File: src/rtl/vga_write_arbiter.sv
// vga_write_arbiter
//   Shares one VGA framebuffer write port between NUM_REQ drawing engines.
//   Engines request ownership with a level req, are granted round-robin, and
//   keep the port for a whole drawing pass until they pulse done (or drop
//   req). The owner's pixel stream is registered onto the adapter port. A
//   watchdog revokes ownership after TIMEOUT consecutive write-free cycles.
//
// Ports
//   clock, resetn           clock, async active-low reset
//   req/done/wr_en          per-requester request level, end-of-pass pulse,
//                           pixel write strobe
//   x_in/y_in/colour_in     packed per-requester pixel (9/8/3 bits each)
//   grant                   one-hot owner, zero when no owner
//   writeEn/x/y/colour      registered pixel to the VGA adapter
//   busy                    owner present or releasing
//   timeout                 one-cycle pulse on watchdog revocation
module vga_write_arbiter #(
    parameter int NUM_REQ = 3,
    parameter int TIMEOUT = 1024
) (
    input  logic                   clock,
    input  logic                   resetn,
    input  logic [NUM_REQ-1:0]     req,
    input  logic [NUM_REQ-1:0]     done,
    input  logic [NUM_REQ-1:0]     wr_en,
    input  logic [9*NUM_REQ-1:0]   x_in,
    input  logic [8*NUM_REQ-1:0]   y_in,
    input  logic [3*NUM_REQ-1:0]   colour_in,
    output logic [NUM_REQ-1:0]     grant,
    output logic                   writeEn,
    output logic [8:0]             x,
    output logic [7:0]             y,
    output logic [2:0]             colour,
    output logic                   busy,
    output logic                   timeout
);

    localparam int IW = $clog2(NUM_REQ);
    localparam int CW = $clog2(TIMEOUT);

    typedef enum logic [1:0] {S_IDLE, S_OWN, S_RELEASE} state_t;

    typedef struct packed {
        logic [8:0] x;
        logic [7:0] y;
        logic [2:0] colour;
    } pix_t;

    state_t            state, state_nxt;
    logic [IW-1:0]     owner, owner_nxt;
    logic [IW-1:0]     last_win, last_nxt;
    logic [CW-1:0]     wd_cnt;
    logic              to_nxt;

    // Per-requester pixel slices.
    pix_t [NUM_REQ-1:0] pix;

    for (genvar g = 0; g < NUM_REQ; g++) begin : g_unpack
        assign pix[g].x      = x_in[9*g +: 9];
        assign pix[g].y      = y_in[8*g +: 8];
        assign pix[g].colour = colour_in[3*g +: 3];
    end

    // Owner's view of its own signals; everyone else is invisible here.
    pix_t own_pix;
    logic own_wr, own_done, own_req;

    always_comb begin
        own_pix  = '0;
        own_wr   = 1'b0;
        own_done = 1'b0;
        own_req  = 1'b0;
        for (int i = 0; i < NUM_REQ; i++) begin
            if (owner == IW'(i)) begin
                own_pix  = pix[i];
                own_wr   = wr_en[i];
                own_done = done[i];
                own_req  = req[i];
            end
        end
    end

    // Round-robin pick: first set req bit starting just after the last winner.
    logic [IW-1:0] win;
    logic          any_req;
    int            cand;

    always_comb begin
        win     = '0;
        any_req = 1'b0;
        cand    = 0;
        for (int i = 1; i <= NUM_REQ; i++) begin
            cand = int'(last_win) + i;
            if (cand >= NUM_REQ) cand = cand - NUM_REQ;
            if (!any_req && req[cand[IW-1:0]]) begin
                any_req = 1'b1;
                win     = cand[IW-1:0];
            end
        end
    end

    logic wr_term;
    assign wr_term = (state == S_OWN) && own_wr;

    always_comb begin
        state_nxt = state;
        owner_nxt = owner;
        last_nxt  = last_win;
        to_nxt    = 1'b0;
        case (state)
            S_IDLE: begin
                if (any_req) begin
                    state_nxt = S_OWN;
                    owner_nxt = win;
                    last_nxt  = win;
                end
            end
            S_OWN: begin
                // done/abort outrank the watchdog, so a coincident expiry
                // ends the pass normally without a timeout pulse.
                if (own_done || !own_req) begin
                    state_nxt = S_RELEASE;
                end else if (!own_wr && wd_cnt == CW'(TIMEOUT - 1)) begin
                    state_nxt = S_RELEASE;
                    to_nxt    = 1'b1;
                end
            end
            S_RELEASE: state_nxt = S_IDLE;
            default:   state_nxt = S_IDLE;
        endcase
    end

    always_ff @(posedge clock or negedge resetn) begin
        if (!resetn) begin
            state    <= S_IDLE;
            owner    <= '0;
            last_win <= IW'(NUM_REQ - 1);
            wd_cnt   <= '0;
            timeout  <= 1'b0;
        end else begin
            state    <= state_nxt;
            owner    <= owner_nxt;
            last_win <= last_nxt;
            timeout  <= to_nxt;
            // Held at zero outside S_OWN, so every pass starts from zero.
            if (state != S_OWN || own_wr) wd_cnt <= '0;
            else                          wd_cnt <= wd_cnt + CW'(1);
        end
    end

    always_ff @(posedge clock or negedge resetn) begin
        if (!resetn) begin
            writeEn <= 1'b0;
            x       <= '0;
            y       <= '0;
            colour  <= '0;
        end else begin
            writeEn <= wr_term;
            if (wr_term) begin
                x      <= own_pix.x;
                y      <= own_pix.y;
                colour <= own_pix.colour;
            end
        end
    end

    always_comb begin
        grant = '0;
        for (int i = 0; i < NUM_REQ; i++)
            grant[i] = (state == S_OWN) && (owner == IW'(i));
    end

    assign busy = (state == S_OWN) || (state == S_RELEASE);

endmodule

File: config.mk
export PLATFORM = sky130hd
export DESIGN_NAME = vga_write_arbiter
export DESIGN_NICKNAME = d
export VERILOG_FILES = /design/src/rtl/vga_write_arbiter.sv
export SDC_FILE = /design/constraint.sdc
export NUM_CORES = 1
export LEC_CHECK = 0
export CORE_ASPECT_RATIO = 0.9
export CORE_UTILIZATION = 46
export CTS_BUF_LIST = sky130_fd_sc_hd__clkbuf_4 sky130_fd_sc_hd__clkbuf_8
export CTS_CLUSTER_SIZE = 28
export DETAILED_ROUTE_END_ITERATION = 7
export PLACE_DENSITY = 0.89
export SYNTH_ARGS = -nofsm -noshare
export SYNTH_HDL_FRONTEND = slang
export SYNTH_SLANG_ARGS = --single-unit
File: constraint.sdc
create_clock -name clock -period 3.1 [get_ports clock]
set_clock_uncertainty 0.1 [all_clocks]
set_input_delay 0.31 -clock clock [delete_from_list [all_inputs] [get_ports clock]]
set_output_delay 0.31 -clock clock [all_outputs]
set_load 0.01 [all_outputs]
* After elaboration in Yosys (flattened, before gate mapping)
Cells that the tools add are included.
** Storage, ports and cells
- Register bits after elaboration :: 38
- Output and inout port bits :: 26
** Operators by class
- Add/subtract/negate cells :: 7
- $lt $le $gt $ge :: 6
- Equality and inequality tests :: 8
- Muxes and demuxes :: 35
- Reductions and logical operators :: 18
** Operators by type and width (count)
- 2-to-1 mux 20 bit :: 3
- 2-to-1 mux 1 bit :: 18
- 2-to-1 mux 2 bit :: 9
- adder 10 x 1 -> 10 bit (second input constant) :: 1
- == test 10 bit (second input constant) :: 1
- 2-to-1 mux 10 bit :: 1
- >= comparator 3 x 2 -> 1 bit (second input constant) :: 3
- < comparator 2 x 3 -> 1 bit (second input constant) :: 3
- logical AND 1 bit :: 7
- adder 2 x 2 -> 3 bit (second input constant) :: 2
- binary-select mux 1 bit (select 2 bit) :: 3
- subtractor 2 bit (second input constant) :: 3
- == test 2 x 1 -> 1 bit (second input constant) :: 2
- == test 2 bit (second input constant) :: 2
- zero test 1 bit :: 4
- zero test 2 bit :: 2
- case mux 2 bit (2 select lines) :: 1
- AND reduction 2 bit :: 2
- adder 2 x 1 -> 3 bit (second input constant) :: 1
- logical OR 1 bit :: 3
- != test 3 x 1 -> 1 bit (second input constant) :: 1
- != test 2 x 1 -> 1 bit (second input constant) :: 1
- != test 2 bit (second input constant) :: 1

* Longest topological paths before layout
Gate-level depths: netlist of run 1.
- Depth in word-level cells :: 14
- Gate-level depth with buffers :: 9
- Gate-level depth less buffers :: 7

* Worst setup path after synthesis of run 1
Ideal clock, no wire load.
- Path kind :: register -> register
- Start point :: register owner[0]
- End point :: register state[1]
- Setup time :: 0.125 ns
- Arrival time :: 1.820 ns
- Path slack :: 1.055 ns
- Cell stages (with the launch flop) :: 10
- Buffers on the path :: 2
- Path through :: dfrtp_1 -> buf_4 -> inv_2 -> ha_1 -> buf_2 -> mux2i_1 -> o21ai_0 -> o21ba_2 -> a22oi_2 -> mux2_4
** Between the ends
- Word-level cells in the longest chain between the ends :: 8
- Elaborated cells on any way between the ends :: 20
- Those cells by class :: 3 x eq/ne; 11 x mux; 6 x reduce/logical
** Ends and longest elaborated chain
- start: declaration :: line 50 : logic [IW-1:0] owner, owner_nxt;
- start signal: assignment :: line 142 : owner <= owner_nxt;
- zero test 2 bit :: line 74 : if (owner == IW'(i)) begin
- 2-to-1 mux 1 bit (3 in series) :: line 74
- zero test 1 bit (on tied branches) :: line 121, 123
- logical OR 1 bit or logical AND 1 bit (tied branches) :: line 121, 123
- 2-to-1 mux 2 bit or != test 3 x 1 -> 1 bit (tied branches)
- case mux 2 bit (2 select lines) or AND reduction 2 bit (tied branches)
- end signal: assignment :: line 141 : state <= state_nxt;
- end: declaration :: line 49 : state_t state, state_nxt;
Several ways; a longest one is shown, not always the timed one.
A chain may end at the register's enable or synchronous reset.

* Worst setup path in the final report of run 1
- Start point :: register owner[0]
- End point :: output grant[2]
** Between the ends
- Word-level cells in the longest chain between the ends :: 2
** Ends and longest elaborated chain
- == test 2 bit :: line 170 : grant[i] = (state == S_OWN) && (owner == IW'(i));
- logical AND 1 bit :: line 170
- end: declaration :: line 29 : output logic [NUM_REQ-1:0] grant,
No other way between the ends.

==> results of run 1 <==
sequential cells by signal (all words and copies together), names as in the netlist:
| signal | count |
|---|---|
| colour | 3 |
| last_win | 1 |
| owner | 2 |
| state | 2 |
| timeout | 1 |
| wd_cnt | 10 |
| writeEn | 1 |
| x | 9 |
| y | 8 |
logic make-up after synthesis:
group / share of synthesized area [%]
AOI/OAI and AO/OA: 15.9
xor gates and xnor gates: 3.25
adders and majority gates: 4.06
buffers and inverters: 5.11
DFF: 43.0
muxes: 11.4
and+or+nand+nor: 17.3
where the power goes:
part | switching [uW] | internal [uW]
logic | 679 | 666
registers | 99.5 | 645
clock network | 167 | 164
total | 946 | 1480
per-layer routing:
layer  track usage, %  share of wire (%)
met1             26.8                 41
met5                0                  0
met4             9.13                2.2
met3             8.93                7.5
met2             38.1                 49
through the flow:
step                      hold WS [ns]  std cells  util, %
final                         -0.00575        399     72.3
after global routing            0.0623        399     72.3
after CTS                       0.0225        399     72.3
after detailed placement         0.345        392     70.4
after global placement           0.338        392     70.4
after floorplan                -0.0856        243        -
cell usage after synthesis, drive strengths merged (3+ instances only):
library cell  instances
nand2                26
clkbuf                8
a21oi                23
o21ai                26
mux2i                23
nand3                 3
dfrtp                36
xor2                  4
inv                  14
nor2                 40
ha                    7
buf                   5
xnor2                 4
cell type report:
cell class / instances / area, um^2
Clock buffer: 6 / 76.3
Sequential cell: 37 / 927
Multi-Input combinational cell: 179 / 1120
Timing Repair Buffer: 100 / 986
Tap cell: 62 / 77.6
Fill cell: 338 / 1240
Clock inverter: 1 / 8.76
Inverter: 14 / 52.6
how the worst min path moves through the flow:
stage / from / endpoint / cells after the start
after floorplan: resetn / colour[0] / 0
after global placement: resetn / state[1] / 1
after detailed placement: resetn / state[0] / 1
after CTS: resetn / wd_cnt[5] / 1
after global routing: resetn / y[0] / 1
final: resetn / wd_cnt[9] / 1
cell usage in the layout (no fill, tap or decap), drive strengths merged, types with 2 or more instances in the layout:
master         Yosys  layout
nand4              2       2
mux2i             23      23
buf                5       5
nand2             26      26
o21ai             26      26
inv               14      14
a21oi             23      23
nor2              40      40
clkbuf             8       6
ha                 7       7
xor2               4       4
nand3              3       3
nand2b             2       2
clkdlybuf4s50      0      95
and3               2       2
xnor2              4       4
dfrtp             36      36
nor2b              2       2
==> flow_summary.yaml, run 1 <==
synthesis:
  synth_area_per_cell_um2: 8.87
  synth_top_area_cell: "dfrtp_1"
  synth_top_area_share_pct: 41.8
  async_reset_ff_share_pct: 100
  syn_area_mm2: 0.00215
  synth_edf_count: 0
  synthDistinctLibCells: 37
  ys_seq_area_share_pct: 43.0
  synthCells: 243
  yosysWarnings: 0
  synth_ff_type: "dfrtp_1"
  syn_nets: 321
  yosys-top-cells-area: "dfrtp_1, mux2i_1, nor2_1"
  synth_seq_cells: 37
clock_network:
  cts_post_setup_buffers_inserted: 0
  cts_hold_buf: 0
  clk_pin_slew_ns: 0.07
  cts_resized: 0
  clockBufferDepth: 2
  htreeDepth: 2
  clock_sink_count: 37
  cts_tree: "yes"
  cts_buffers: 5
  clk_latency_ns: 0.29
  cts_root_buf: "clkbuf_8"
floorplanning:
  initial_core_util_pct: 48.0
  row_count: 23
  dieHeight_um: 66.9
  die-area_mm2: 0.00496
  ioPinCount: 97
  die_x_um: 74.1
  coreArea_mm2: 0.00449
timing:
  finalCritPeriodShare_pct: 76.9
  finalHoldViolCount: 14
  whs_ns: -0.00575
  max_slew_margin_pct: 48.4
  timing.setup.tns_ns: 0
  setup_viol: 0
  max_freq_mhz: 419
  fin_ws_ns: 0.715
  tightest_slew_ns: 0.774
  slew_violations: 0
  finalCriticalPeriod_ns: 2.38
  rsz0062_at_grt: "no"
global_routing:
  grt_pass1_vias: 1929
  antenna_found_initial: 0
  overflow: 0
  grt_util_all_layers_pct: 23.1
  grt_max_degree: 42
  grt_first_pass_wirelength_um: 8470
worst_setup_path:
  crit_family: "simple AND/OR/NAND/NOR gates"
  crit_path_end_kind: "primary output"
  arrival_ns: 1.97
  cp-start-kind: "flop"
  rr_endpoint: "state[1]"
  startpoint: "owner[0]"
  worstSetupPathType: "flop to primary output"
  crit_path_end: "grant[2]"
  crit_fanout: 11
  path_depth: 3
  critPathSlowestCell: "clkdlybuf4s50_1"
  reg2reg_from: "owner[0]"
  reg2reg_depth: 7
  worstPathCellList: "nor2b_2 -> and2_1 -> clkdlybuf4s50_1"
  critPathMaxStageDelay_ns: 0.53
  timing.critical_path.buf_inv: 1
  reg2reg_slack_ns: 0.77
  cp.required_ns: 2.69
power:
  cellLeakagePower_uw: 0.00141
  power_density_mw_per_mm2: 746
  power_uw: 2420
  irDropWorstVdd_v: 0.000403
finish:
  syn_to_final_growth_pct: 50.6
  n_antenna_cell: 0
  finalNetCount: 415
  drive_gt1_share_pct: 6.53
  post-route-cell-area_mm2: 0.00325
placement:
  place_area_mm2: 0.00316
  finalWeightedCongestion: 0.934
  post-place-ws_ns: 0.827
  dp_hpwl_um: 4070
  numPortBuffers: 96
routing:
  totalWireLength_um: 5290
  wl_per_cell_um: 13.2
  vias: 2028
  via_per_inst: 5.08
  drtIter0Drc: 139
  postRouteAntennaNets: 0
  route.detailed.drc: 0
  detail_route.first_pass.iterations: 4
min_path:
  hold_class: "primary input to async pin"
outcome:
  violations: "negative hold slack"
  status: "finished, violations left"
run:
  maxCapViolCount: 0
Note: power is estimated with default switching activity, not from simulation.
==> run 2, diff against run 1 <==
--- a/config.mk
+++ b/config.mk
@@ -6,11 +6,11 @@
 export NUM_CORES = 1
 export LEC_CHECK = 0
 export CORE_ASPECT_RATIO = 0.9
-export CORE_UTILIZATION = 46
+export CORE_UTILIZATION = 43
 export CTS_BUF_LIST = sky130_fd_sc_hd__clkbuf_4 sky130_fd_sc_hd__clkbuf_8
 export CTS_CLUSTER_SIZE = 28
 export DETAILED_ROUTE_END_ITERATION = 7
-export PLACE_DENSITY = 0.89
+export PLACE_DENSITY = 0.84
 export SYNTH_ARGS = -nofsm -noshare
 export SYNTH_HDL_FRONTEND = slang
 export SYNTH_SLANG_ARGS = --single-unit
==> constraint.sdc (replaced) <==
create_clock -name clock -period 2.3 [get_ports clock]
set_clock_uncertainty 0.1 [all_clocks]
set_input_delay 0.23 -clock clock [delete_from_list [all_inputs] [get_ports clock]]
set_output_delay 0.23 -clock clock [all_outputs]
set_load 0.01 [all_outputs]
==> run 2 against run 1 <==
Net effect: the run now ends clean; non-clock buffer count grew 3; routed wire length is 6.1% higher; register-to-register slack got worse by 0.69 ns; critical path depth up 4; sequential cell count is the same; final area rose by 2.2%; power is 43% higher; combinational power grew 39%; sequential power rose by 33%; global-route usage is 0.75 points lower; clock-buffer cell count grew 1; die area increased by 6.8%; largest cell class unchanged.
==> flow_summary.yaml, run 2 (synthesis gave the netlist of run 1 again) <==
floorplanning:
  die-area_mm2: 0.00530
  ioPinCount: 97
  initial_core_util_pct: 44.6
  row_count: 24
  die_x_um: 76.6
  dieHeight_um: 69.2
  coreArea_mm2: 0.00483
routing:
  totalWireLength_um: 5610
  via_per_inst: 5.10
  route.detailed.drc: 0
  detail_route.first_pass.iterations: 5
  drtIter0Drc: 153
  wl_per_cell_um: 13.8
  vias: 2069
  postRouteAntennaNets: 0
clock_network:
  cts_root_buf: "clkbuf_8"
  cts_tree: "yes"
  clockBufferDepth: 2
  cts_post_setup_buffers_inserted: 0
  clk_pin_slew_ns: 0.07
  clock_sink_count: 37
  clk_latency_ns: 0.30
  cts_buffers: 5
  htreeDepth: 2
finish:
  fin_cells: 406
  largestRegisters: "wd_cnt (10), x (9), y (8)"
  n_antenna_cell: 0
  layout_common_cells: "clkdlybuf4s50_1, nor2_1, dfrtp_1"
  top_register: "wd_cnt"
  syn_to_final_growth_pct: 53.9
  largest_reg_flops: 10
  final_common_cell: "clkdlybuf4s50_1"
  drive_gt1_share_pct: 7.62
  finalNetCount: 418
  post-route-cell-area_mm2: 0.00332
worst_setup_path:
  reg2reg_depth: 7
  crit_fanout: 7
  reg2reg_slack_ns: 0.08
  worstSetupPathType: "flop to flop"
  cp-start-kind: "flop"
  crit_path_end_kind: "flop"
  crit_path_end: "state[1]"
  startpoint: "last_win[1]"
  rr_endpoint: "state[1]"
  arrival_ns: 2.30
  cp.required_ns: 2.38
  reg2reg_from: "last_win[1]"
power:
  power_density_mw_per_mm2: 1050
  cellLeakagePower_uw: 0.00144
  irDropWorstVdd_v: 0.000536
global_routing:
  antenna_found_initial: 0
  grt_util_all_layers_pct: 22.3
  grt_max_degree: 42
  overflow: 0
  grt_first_pass_wirelength_um: 9080
  grt_pass1_vias: 1948
placement:
  dp_hpwl_um: 4380
  post-place-cells: 397
  place_area_mm2: 0.00318
  finalWeightedCongestion: 0.876
  numPortBuffers: 96
timing:
  finalCritPeriodShare_pct: 96.6
  finalHoldViolCount: 0
  rsz0062_at_grt: "no"
  max_freq_mhz: 450
  whs_ns: 0.372
  setup_viol: 0
  max_slew_margin_pct: 45.9
  timing.setup.tns_ns: 0
  finalCriticalPeriod_ns: 2.22
  tightest_slew_ns: 0.811
  slew_violations: 0
run:
  maxCapViolCount: 0
outcome:
  status: "completed"
min_path:
  hold_class: "flop to flop"
[run 2: cell count changes in the layout (fill, tap and decap cells not counted)]
cell,delta
nor2b_2,-1
nor2b_4,+1
clkinv_4,-1
clkbuf_8,+1
buf_4,+2
bufinv_16,+1
dlygate4sd3_1,+1
ha_1,-1
ha_2,+1
[run 2: layer usage]
| layer | vias up | part of all wire, % | global-route usage (%) |
|---|---|---|---|
| met3 | 11 | 8.0 | 7.55 |
| met4 | 0 | 1.7 | 7.69 |
| li1 | 1011 | - | - |
| met1 | 956 | 41 | 26.3 |
| met5 | - | 0 | 0 |
| met2 | 91 | 50 | 38.0 |
[run 2: worst min-delay path by stage]
| stage | start | to | slack, ns | depth (start not counted) |
|---|---|---|---|---|
| after floorplan | resetn | colour[0] | -0.17 | 0 |
| after CTS | wd_cnt[0] | wd_cnt[0] | 0.38 | 1 |
| after global routing | y[6] | y[6] | 0.41 | 2 |
| after detailed placement | resetn | state[0] | 0.27 | 1 |
| final | wd_cnt[0] | wd_cnt[0] | 0.37 | 1 |
| after global placement | resetn | timeout | 0.27 | 1 |
[run 2: worst max-delay path, stage by stage (launching register included)]
cell and delay [ns]:
dfstp_2 0.55, inv_1 0.07, ha_1 0.27, a22o_1 0.28, a211oi_2 0.28, o21ba_2 0.20, a22oi_2 0.06, mux2_4 0.30
[run 2: through the flow]
stage / utilization [%] / worst slack (ns) / total power [uW]
after floorplan: - / 0.255 / 2080
after global placement: 65.8 / 0.207 / 2780
after detailed placement: 65.8 / 0.127 / 2860
after CTS: 68.5 / 0.0140 / 3470
after global routing: 68.6 / 0.0154 / 3710
final: 68.6 / 0.0780 / 3470
[run 2: repair_timing]
| item | 4_1_cts | 5_1_grt |
|---|---|---|
| hold buffers | 1 | 0 |
| resized for setup | 0 | 2 |
| hold endpoints to repair | 36 | 0 |
| setup endpoints to repair | 0 | 2 |
[run 2: cell type report]
type | count | area [um^2]
repair buffers | 103 | 1010
clock inverters | 1 | 30.0
well taps | 65 | 81.3
flip-flops and latches | 37 | 927
clock buffers | 7 | 90.1
fillers | 394 | 1520
multi-input cells | 179 | 1120
inverters | 14 | 52.6
[run 2: power by group]
| group | switching [uW] | total (uW) | internal (uW) |
|---|---|---|---|
| clock network | 233 | 598 | 365 |
| registers | 123 | 993 | 870 |
| logic | 951 | 1880 | 925 |
| total | 1310 | 3470 | 2160 |
==> run 3, diff against run 2 <==
--- a/config.mk
+++ b/config.mk
@@ -11,6 +11,8 @@
 export CTS_CLUSTER_SIZE = 28
 export DETAILED_ROUTE_END_ITERATION = 7
 export PLACE_DENSITY = 0.84
+export SKIP_CTS_REPAIR_TIMING = 1
 export SYNTH_ARGS = -nofsm -noshare
 export SYNTH_HDL_FRONTEND = slang
 export SYNTH_SLANG_ARGS = --single-unit
+export TNS_END_PERCENT = 50
==> results of run 3 <==
Same layout as run 2: the final DEF is identical, and so are final timing and power.
